==> src/rtl/stage_memory.sv <==
// MEM stage: issues the data-memory access for loads and stores, stalls the
// pipeline on memory latency, and registers the MEM/WB bundle.
//
// state | meaning
// ------+-----------------------------------------------------------
// IDLE  | no transaction outstanding; a new request may be issued
// REQ   | request presented, memory has not accepted it yet
// RESP  | load accepted, waiting for the read data
module stage_memory #(
    parameter int DATA_WIDTH = 32,
    parameter int ADDR_WIDTH = 32
) (
    input  logic                  clk,
    input  logic                  reset,
    input  logic                  in_valid,
    input  logic [DATA_WIDTH-1:0] in_alu_out,
    input  logic [DATA_WIDTH-1:0] in_mem_in_data,
    input  logic [4:0]            in_rd,
    input  logic [2:0]            in_funct3,
    input  logic                  in_mem_read,
    input  logic                  in_mem_write,
    input  logic                  in_mem_to_reg,
    input  logic                  in_write_enable,
    output logic                  out_dmem_req_valid,
    input  logic                  in_dmem_req_ready,
    output logic [ADDR_WIDTH-1:0] out_dmem_addr,
    output logic                  out_dmem_we,
    output logic [3:0]            out_dmem_wstrb,
    output logic [DATA_WIDTH-1:0] out_dmem_wdata,
    input  logic                  in_dmem_resp_valid,
    input  logic [DATA_WIDTH-1:0] in_dmem_rdata,
    output logic                  out_stall,
    output logic                  out_valid,
    output logic [4:0]            out_rd,
    output logic                  out_write_enable,
    output logic                  out_mem_to_reg,
    output logic [DATA_WIDTH-1:0] out_alu_out,
    output logic [DATA_WIDTH-1:0] out_mem_data,
    output logic [DATA_WIDTH-1:0] out_data,
    output logic                  out_misaligned
);

    typedef enum logic [1:0] {
        IDLE = 2'd0,
        REQ  = 2'd1,
        RESP = 2'd2
    } state_t;

    state_t state_q, state_d;

    logic [1:0] byte_off;
    logic       mem_op;
    logic       is_store;
    logic       misaligned;
    logic       aligned_op;
    logic       req_valid_c;
    logic       stall_c;
    logic       load_done;

    logic [3:0]            wstrb_c;
    logic [DATA_WIDTH-1:0] wdata_c;
    logic [7:0]            ld_byte;
    logic [15:0]           ld_half;
    logic [DATA_WIDTH-1:0] ld_ext;

    logic                  valid_q;
    logic [4:0]            rd_q;
    logic                  we_q;
    logic                  m2r_q;
    logic [DATA_WIDTH-1:0] alu_q;
    logic [DATA_WIDTH-1:0] mem_data_q;
    logic                  mis_q;

    // A simultaneous read+write is a store; funct3[1] marks word size.
    assign byte_off   = in_alu_out[1:0];
    assign mem_op     = in_valid & (in_mem_read | in_mem_write);
    assign is_store   = in_mem_write;
    assign misaligned = mem_op & ((in_funct3[1] & (byte_off != 2'b00)) |
                                  ((in_funct3[1:0] == 2'b01) & byte_off[0]));
    assign aligned_op = mem_op & ~misaligned;

    // Store lane placement: narrow data is replicated across the word.
    always_comb begin
        wstrb_c = 4'b1111;
        wdata_c = in_mem_in_data;
        case (in_funct3[1:0])
            2'b00: begin
                wstrb_c = 4'b0001 << byte_off;
                wdata_c = {4{in_mem_in_data[7:0]}};
            end
            2'b01: begin
                wstrb_c = 4'b0011 << {byte_off[1], 1'b0};
                wdata_c = {2{in_mem_in_data[15:0]}};
            end
            default: ;
        endcase
    end

    // Load lane selection and sign/zero extension.
    always_comb begin
        ld_byte = in_dmem_rdata[{byte_off, 3'b000} +: 8];
        ld_half = byte_off[1] ? in_dmem_rdata[31:16] : in_dmem_rdata[15:0];
        case (in_funct3)
            3'b000:  ld_ext = {{(DATA_WIDTH-8){ld_byte[7]}}, ld_byte};
            3'b001:  ld_ext = {{(DATA_WIDTH-16){ld_half[15]}}, ld_half};
            3'b100:  ld_ext = {{(DATA_WIDTH-8){1'b0}}, ld_byte};
            3'b101:  ld_ext = {{(DATA_WIDTH-16){1'b0}}, ld_half};
            default: ld_ext = in_dmem_rdata;
        endcase
    end

    // FSM state register.
    always_ff @(posedge clk or negedge reset) begin
        if (!reset) state_q <= IDLE;
        else        state_q <= state_d;
    end

    // FSM next-state logic.
    always_comb begin
        state_d = state_q;
        case (state_q)
            IDLE: begin
                if (aligned_op) begin
                    if (!in_dmem_req_ready) state_d = REQ;
                    else if (!is_store)     state_d = RESP;
                end
            end
            REQ: begin
                if (in_dmem_req_ready) state_d = is_store ? IDLE : RESP;
            end
            RESP: begin
                if (in_dmem_resp_valid) state_d = IDLE;
            end
            default: state_d = IDLE;
        endcase
    end

    // FSM outputs: request valid and pipeline stall.
    always_comb begin
        req_valid_c = 1'b0;
        stall_c     = 1'b0;
        load_done   = 1'b0;
        case (state_q)
            IDLE: begin
                req_valid_c = aligned_op;
                stall_c     = aligned_op & ~(is_store & in_dmem_req_ready);
            end
            REQ: begin
                req_valid_c = 1'b1;
                stall_c     = ~(is_store & in_dmem_req_ready);
            end
            RESP: begin
                stall_c   = ~in_dmem_resp_valid;
                load_done = in_dmem_resp_valid;
            end
            default: ;
        endcase
    end

    // MEM/WB register: bubble while stalled, otherwise capture the instruction.
    always_ff @(posedge clk or negedge reset) begin
        if (!reset) begin
            valid_q    <= 1'b0;
            rd_q       <= '0;
            we_q       <= 1'b0;
            m2r_q      <= 1'b0;
            alu_q      <= '0;
            mem_data_q <= '0;
            mis_q      <= 1'b0;
        end else if (stall_c) begin
            valid_q <= 1'b0;
            we_q    <= 1'b0;
            mis_q   <= 1'b0;
        end else begin
            valid_q <= in_valid;
            rd_q    <= in_rd;
            we_q    <= in_write_enable & ~misaligned;
            m2r_q   <= in_mem_to_reg;
            alu_q   <= in_alu_out;
            mis_q   <= misaligned;
            if (load_done) mem_data_q <= ld_ext;
        end
    end

    // Request outputs are forced quiet while reset is held.
    assign out_dmem_req_valid = req_valid_c & reset;
    assign out_stall          = stall_c & reset;
    assign out_dmem_addr      = {in_alu_out[ADDR_WIDTH-1:2], 2'b00};
    assign out_dmem_we        = is_store;
    assign out_dmem_wstrb     = wstrb_c;
    assign out_dmem_wdata     = wdata_c;

    assign out_valid        = valid_q;
    assign out_rd           = rd_q;
    assign out_write_enable = we_q;
    assign out_mem_to_reg   = m2r_q;
    assign out_alu_out      = alu_q;
    assign out_mem_data     = mem_data_q;
    assign out_misaligned   = mis_q;
    assign out_data         = m2r_q ? mem_data_q : alu_q;

endmodule

==> config.mk <==
export PLATFORM = sky130hd
export DESIGN_NAME = stage_memory
export DESIGN_NICKNAME = d
export VERILOG_FILES = /design/src/rtl/stage_memory.sv
export SDC_FILE = /design/constraint.sdc
export NUM_CORES = 1
export LEC_CHECK = 0
export ABC_AREA = 1
export CORE_MARGIN = 2
export CORE_UTILIZATION = 35
export DETAILED_ROUTE_END_ITERATION = 10
export PLACE_DENSITY = 0.91
export SETUP_SLACK_MARGIN = 0.4
export SLEW_MARGIN = 25
export SYNTH_ARGS = -nofsm -noshare
export SYNTH_HDL_FRONTEND = slang
export SYNTH_SLANG_ARGS = --single-unit
==> constraint.sdc <==
create_clock -name clk -period 1.3 [get_ports clk]
set_input_delay 0.26 -clock clk [delete_from_list [all_inputs] [get_ports clk]]
set_output_delay 0.26 -clock clk [all_outputs]
set_load 0.01 [all_outputs]
* Word-level counts from Yosys, hierarchy flattened *
Cells that the tools add are included.

storage, ports and cells
  output and inout bits = 176
  bits of input ports = 113
  register bits after elaboration = 75
  word-level logic and storage cells = 61

operators by class
  bitwise logic cells = 16
  equal/unequal tests = 10
  reductions and logical operators = 6
  multiplexer cells = 18
  shift operators = 3

operators by type and width
  cell                                                               number
  32-bit case mux with 4 select lines                                1
  32-bit case mux with 2 select lines                                1
  32-bit two-way mux                                                 1
  32-bit by 6-bit variable part select with 8-bit output             1
  16-bit two-way mux                                                 1
  2-bit two-way mux                                                  6
  1-bit bitwise AND                                                  10
  4-bit case mux with 2 select lines                                 1
  3-bit == test, second input constant                               2
  2-bit inequality test, second input constant                       3
  2-bit case mux with 3 select lines                                 1
  2-bit by 1-bit == test with 1-bit output, second input constant    2
  2-bit logical NOT                                                  2
  1-bit two-way mux                                                  4
  1-bit NOT                                                          4
  4-bit AND reduction                                                1
  1-bit by 2-bit << shifter with 4-bit output, first input constant  1
  2-bit by 2-bit << shifter with 4-bit output, first input constant  1
  3-bit by 1-bit == test with 1-bit output, second input constant    1
  3-bit logical NOT                                                  1
  3-bit inequality test, second input constant                       1
  1-bit case mux with 3 select lines                                 1
  2-bit == test, second input constant                               1
  1-bit OR                                                           2
  other kinds (3)                                                    3

* Logic depth before layout (Yosys ltp) *
  depth in word-level cells = 10
  mapped depth = 10
  depth with buffers taken out = 8

* Worst setup path after synthesis *
Ideal clock, no wire load.

  kind = flip-flop to output port
  from = register state_q[0]
  to = output port out_stall
  arrival time = 1.200 ns
  cell stages (with the launch flop) = 5
  slack = -0.160 ns
  buffers on the path = 1
  required time = 1.040 ns
  cells stage by stage = dfrtp_1 > nor3_1 > a31oi_2 > buf_4 > a21boi_1

between the ends
  cells in the longest elaborated chain, start to end = 3
  elaborated cells on any way between the ends = 5
  those cells by class = eq/ne: 2; mux: 1; bitwise: 1; reduce/logical: 1

RTL lines
  item                                    line  RTL
  from (decl)                             49    state_t state_q, state_d;
  from (signal assigned)                  115   else state_q <= state_d;
  2-bit == test (tied with other cells)   143   case (state_q)
  1-bit case mux with 3 select lines (*)  143
  1-bit bitwise AND (*)                   187   assign out_stall = stall_c & reset;
  to (decl)                               32    output logic out_stall,

Mark *: on every way between the ends. The rest lies on a longest branch, timed or not.

* Final worst setup path *
  from = register m2r_q, in the netlist out_mem_to_reg
  to = output port out_data[13]

between the ends
  cells in the longest elaborated chain, start to end = 1

RTL lines
  item                    line  RTL
  from (decl)             69    logic m2r_q;
  from (signal assigned)  178   m2r_q <= in_mem_to_reg;
  32-bit two-way mux      200   assign out_data = m2r_q ? mem_data_q : alu_q;
  to (decl)               39    output logic [DATA_WIDTH-1:0] out_data,

Every way passes these cells.

==> results.json <==
{
  "crit_family": "buffers and inverters",
  "dpl_cell_area_um2": 8830,
  "r2r.worst_path.cells": 9,
  "vias": 7128,
  "netlist_instances": 665,
  "period_share_pct": 144,
  "finalWorstSetupSlack_ns": -0.571,
  "finClkSkew_ns": 0.00728,
  "ys_warn_count": 0,
  "finalSetupViolations": 130,
  "ios": 289,
  "synth.avg_cell_area_um2": 7.35,
  "crit_slowest_cell": "dfrtp_2",
  "first_iter_violations": 592,
  "final_max_slew_viol_count": 0,
  "die_w_um": 122,
  "cp-start-kind": "flip-flop",
  "path_clk_slew_ns": 0.07,
  "crit_path_end_kind": "output pin",
  "die_area_um2": 14900,
  "grt_pass1_wl_um": 40400,
  "slowest_delay_ns": 0.43,
  "antenna-diode-count": 0,
  "regToRegEndpoint": "out_alu_out[9]",
  "avgRoutedWirePerCell_um": 23.3,
  "drcViolationCount": 0,
  "p_switching_w": 0.00791,
  "p_leak_nw": 6.19,
  "swShare_pct": 38.1,
  "ant_nets": 0,
  "slew_headroom_pct": 46.5,
  "violations": "setup timing",
  "numCtsBuffers": 9,
  "io_buffers": 286,
  "grt_pass1_vias": 7223,
  "dp_slack_ns": -1.01,
  "syn-cell-area_um2": 4890,
  "place_hpwl_um": 15900,
  "nets": 1242,
  "required_ns": 1.04,
  "gr-total-overflow": 0,
  "fp-row-count": 43,
  "synthArstFlopShare_pct": 100,
  "netlist_top_cells_count": "nand2_1, dfrtp_1, nand3_1",
  "cts_root_buf": "clkbuf_16",
  "comb_power_share_pct": 68.3,
  "outcome": "finished, violations left",
  "yosysTopAreaCellShare_pct": 38.4,
  "fin_cells": 1314,
  "path_class": "flip-flop to output pin",
  "max_cap_viol_count": 0,
  "ir_drop_v": 0.00134,
  "worst-path-max-fanout": 6,
  "hp-class": "input pin to asynchronous set/reset pin",
  "design_area_um2": 11700,
  "fin_setup_tns_ns": -44.64,
  "synth_edf_count": 0,
  "grt_usage_pct": 36.2,
  "synth_ff_type": "dfrtp_1",
  "p_int_w": 0.0128,
  "r2r_start": "state_q[0]",
  "dp.cells": 1188,
  "drive_gt1_share_pct": 63.6,
  "synth.yosys.seq_area_share_pct": 38.4,
  "rsz0062_at_grt": "true",
  "reg2reg_setup_slack_ns": -0.42,
  "firstDrtPassIters": 5,
  "worstPathCellList": "buf_12, buf_12, buf_6, mux2_4, buf_6",
  "area_growth_pct": 140,
  "htreeDepth": 3,
  "crit_buf_inv": 4,
  "powerDensity_nw_per_um2": 1770,
  "grt_max_degree": 38,
  "synth_top_cell_by_area": "dfrtp_1",
  "avgViaCountPerCell": 5.42,
  "pwr-share-clk_pct": 12.6,
  "clk_latency_ns": 0.34,
  "ys_ff_latch": 75,
  "core_um2": 13800,
  "place.gp.congestion": 0.841,
  "period_needed_ns": 1.87,
  "routed_wl_um": 30600,
  "yosysMostFrequentCell": "nand2_1",
  "die_h_um": 122,
  "worst_slew_pin_slew_ns": 0.793,
  "grt_antenna_before_repair": 0,
  "cts_tree": "done",
  "synth_cell_types": 32,
  "cts_num_sinks": 75,
  "p_seq_share_pct": 19.1,
  "cts_buffer_depth": 2,
  "cp.arrival_ns": 1.61,
  "hold_violations": 0,
  "fmax_mhz": 535,
  "start_util_pct": 35.5,
  "synthTopCellsByArea": "dfrtp_1, nand2_1, mux2_2"
}
power groups by stage:
stage / clock, W / combinational [W] / sequential (W)
detailed placement: 0 / 0.00915 / 0.00377
global placement: 0 / 0.00893 / 0.00369
global route: 0.00272 / 0.0147 / 0.00406
floorplan: 0 / 0.00334 / 0.00422
finish: 0.00262 / 0.0142 / 0.00397
CTS: 0.00259 / 0.0121 / 0.00386
worst reg2reg max path, cell delays in order (launching register included):
cell and delay (ns):
dfrtp_2 0.48, buf_6 0.15, a31oi_4 0.21, buf_6 0.14
buf_8 0.12, nand2_8 0.10, buf_6 0.14, buf_16 0.16
nand2_4 0.07, nand2_2 0.04
metal layers:
layer | vias up | track usage [%] | share of wire (%)
met5 | - | 0 | 0
met4 | 0 | 19.6 | 6.9
met3 | 171 | 7.87 | 8.8
met2 | 519 | 64.0 | 51
met1 | 3427 | 40.4 | 34
li1 | 3011 | - | -
kinds of logic after synthesis:
logic type      after synthesis  share of synthesized area [%]
simple gates                398                           34.6
buf+inv                     112                           13.3
flops                        75                           38.4
compound gates               47                           6.20
mux                          32                           7.38
other cells                   1                         0.0768
area by class of cell:
class	count	area, um^2
Timing Repair Buffer	534	5620
Clock inverter	6	63.8
Inverter	30	135
Fill cell	694	2050
Sequential cell	75	1880
Tap cell	180	225
Multi-Input combinational cell	479	3560
Clock buffer	10	239
placed cells by master, fill, tap and decap left out, types with 10 or more instances in the layout:
master and n:
buf_6 233, nand2_1 144, buf_4 92, nand2_2 89, dfrtp_1 72, buf_2 63, nand2_4 56, clkdlybuf4s50_1 42
nand3_1 35, mux2_4 32, nand3_2 32, dlygate4sd2_1 25, clkdlybuf4s15_1 21, inv_1 20, buf_12 16, nor2_1 14
clkbuf_16 14, buf_16 13, nor2_4 10, buf_8 10
through the flow:
stage / total power [W] / hold slack, ns / util [%]
floorplan: 0.00755 / -0.0356 / -
global placement: 0.0126 / 0.0732 / 64.1
detailed placement: 0.0129 / 0.0716 / 64.1
CTS: 0.0186 / 0.0466 / 78.3
global route: 0.0215 / 0.107 / 85.1
finish: 0.0208 / 0.0740 / 85.1
timing repair:
item,CTS,global route
resized for setup,1226,183
gates cloned,17,7
hold endpoints to repair,1,0
pin swaps,55,52
endpoints found under the setup margin,249,225
buffers inserted,63,22
hold buffers,1,0
worst max path at each step:
| stage | slack [ns] | endpoint | depth (start not counted) | from |
|---|---|---|---|---|
| finish | -0.57 | out_data[13] | 5 | out_mem_to_reg |
| global route | -0.59 | out_data[13] | 5 | out_mem_to_reg |
| CTS | -0.56 | out_data[13] | 5 | out_mem_to_reg |
| detailed placement | -1.01 | out_alu_out[4] | 9 | in_mem_write |
| global placement | -0.97 | out_dmem_req_valid | 8 | in_mem_write |
| floorplan | -0.06 | out_stall | 7 | in_funct3[1] |
No activity file was read; power rests on OpenSTA's default activity.
==> patch: new RTL, same settings <==
Re-encode `state_t` (3 states) as one-hot, 3 bits wide.
--- a/src/rtl/stage_memory.sv
+++ b/src/rtl/stage_memory.sv
@@ -41,8 +41,8 @@
 );
 
-    typedef enum logic [1:0] {
-        IDLE = 2'd0,
-        REQ  = 2'd1,
-        RESP = 2'd2
+    typedef enum logic [2:0] {
+        IDLE = 3'b001,
+        REQ  = 3'b010,
+        RESP = 3'b100
     } state_t;
 
Behaviour: no difference found for any inputs over 10 cycles, from zero or initial values and one cycle with reset low; not proved beyond that.
==> patch against the original RTL <==
The flow still finishes with violations (setup timing); critical endpoint is now out_data[24]; area after synthesis increased by 0.95%; via count rose by 7.2%; fmax increased by 0.50%; worst setup slack improved by 0.0093 ns; register-to-register slack lost 0.10 ns; sequential cell count rose by 1; total power grew 18%; core utilization grew 1.8 points; routed wire length grew 9.6%; final area increased by 2.6%.
==> patch: results (changes against the original RTL) <==
Global routing
  – Met3 usage: 0.104 (was 0.0787)
  – Number of global-route vias before repair: 7,561 (was 7,223)
  – All-layer global routing usage: 0.378 (was 0.362)
  – Grt met1 use: 0.395 (was 0.404)
  – Initial antenna violation count: 0 (unchanged)
  – GRT met2 Usage: 0.661 (was 0.640)
  – Largest net degree at the start of global routing: 44 (was 38)
  – First-pass GRT wire length: 42.3 mm (was 40.4 mm)

Placement
  – Worst slack, placed: -0.957 ns (was -1.01 ns)
  – DP Area: 9240 um^2 (was 8830 um^2)
  – Placed insts: 1,223 (was 1,188)
  – GP Congestion: 0.876 (was 0.841)
  – Dpl hpwl: 16.5 mm (was 15.9 mm)

Detailed routing
  – Router iterations before antenna repair: 7 (was 5)
  – Metal3 WL: 3.10 mm (was 2.69 mm)
  – Routed vias/inst: 5.72 (was 5.42)
  – M1 WL: 10.7 mm (was 10.3 mm)
  – Via count: 7,642 (was 7,128)
  – Final WL: 33.6 mm (was 30.6 mm)
  – Starting DRT DRC Count: 705 (was 592)
  – Metal2 WL: 16.7 mm (was 15.6 mm)

Synth
  – Unique masters post-synth: 27 (was 32)
  – Sequential share of the synthesized area: 0.386 (was 0.384)
  – Area contributors post-synth: dfrtp_1 (38%), nand2_1 (21%), nand3_1 (12%), mux2_2 (7.3%), buf_4 (6.7%) (was dfrtp_1 (38%), nand2_1 (22%), mux2_2 (7.4%), buf_4 (7.2%), nand3_1 (6.6%))
  – Synth cell count leaders: nand2_1 (270), nand3_1 (114), dfrtp_1 (75) (was nand2_1 (290), dfrtp_1 (75), nand3_1 (64))
  – Synthesized area per cell: 7.18 um^2 (was 7.35 um^2)
  – Mux cell area share after synthesis: 0.0731 (was 0.0738)
  – Synth Area in Compound Gates: 0.0520 (was 0.0620)

Run status
  – Failing checks: setup timing (unchanged)
  – Status: complete, but fails checks (unchanged)

Setup path
  – Max FO, Critical Path: 5 (was 6)

Clock tree
  – Worst skew pair latency: 0.36 ns (was 0.34 ns)
  – H-tree levels: 3 (unchanged)
  – CTS buffer count: 9 (unchanged)

Pwr
  – Comb pwr share: 0.715 (was 0.683)
  – Sequential logic power: 4.46 mW (was 3.97 mW)
  – Pleak: 6.33 nW (was 6.19 nW)
  – Sw Pwr: 9.86 mW (was 7.91 mW)
  – Max VDD drop: 1.50 mV (was 1.34 mV)

STA
  – Final setup fails: 134 (was 130)
  – Worst setup margin: -0.561 ns (was -0.571 ns)
  – Worst Skew: 0.0118 ns (was 0.00728 ns)
  – Total negative slack: -42.33 ns (was -44.64 ns)
  – Slew @ Worst Pin: 0.637 ns (was 0.793 ns)

Layout
  – Ratio of cells with drive above 1 in the final layout: 0.625 (was 0.636)
  – Nets: 1,264 (was 1,242)
-- patch: cell types whose count changed after synthesis, moves of 3 or more --
cell / unedited run / this run
nand3_1: 64 / 114
nand2_1: 290 / 270
nand3_2: 10 / 0
o211ai_1: 8 / 4
buf_4: 47 / 44
o21ai_0: 19 / 22
-- patch: through the flow --
stage	total power, mW	utilization
floorplan	9.30	-
global placement	15.5	0.668
detailed placement	15.9	0.668
CTS	21.7	0.797
global route	25.2	0.870
finish	24.5	0.870
-- patch: kinds of logic after synthesis --
kind of cell | after synthesis
AND/OR/NAND/NOR | 419
buffers and inverters | 117
flip-flops | 76
AO/OA/AOI/OAI | 42
multiplexers | 32
other | 1
-- patch: worst paths after layout --
kind                                            startpoint                      endpoint  slack [ns]  cells past startpoint
worst max-delay path            out_mem_to_reg$_DFFE_PN0N_                  out_data[24]       -0.56                      4
worst min-delay path                                 reset  out_mem_data[22]$_DFFE_PN0P_        0.11                      3
worst max register to register      state_q[2]$_DFFE_PN0P_    out_alu_out[8]$_DFFE_PN0N_       -0.52                     11
worst min register to register       out_rd[3]$_DFFE_PN0N_         out_rd[3]$_DFFE_PN0N_        0.50                      2
max in group asynchronous                            reset   out_mem_data[1]$_DFFE_PN0P_        0.68                      3
min in group clk                            in_alu_out[15]   out_alu_out[15]$_DFFE_PN0N_        0.16                      3
-- patch: timing repair --
action                     in CTS  in global routing
gates cloned                   18                  2
setup buffers                  52                 25
setup endpoints to repair     250                223
resized for setup            1158                207
pin swaps                      34                122
-- patch: area by class of cell --
| cell class | instances | area, um^2 |
|---|---|---|
| clock buffers | 10 | 239 |
| fillers | 644 | 1800 |
| well taps | 180 | 225 |
| repair buffers | 535 | 5740 |
| inverters | 34 | 173 |
| flip-flops and latches | 76 | 1900 |
| clock inverters | 6 | 47.5 |
| multi-input cells | 495 | 3690 |
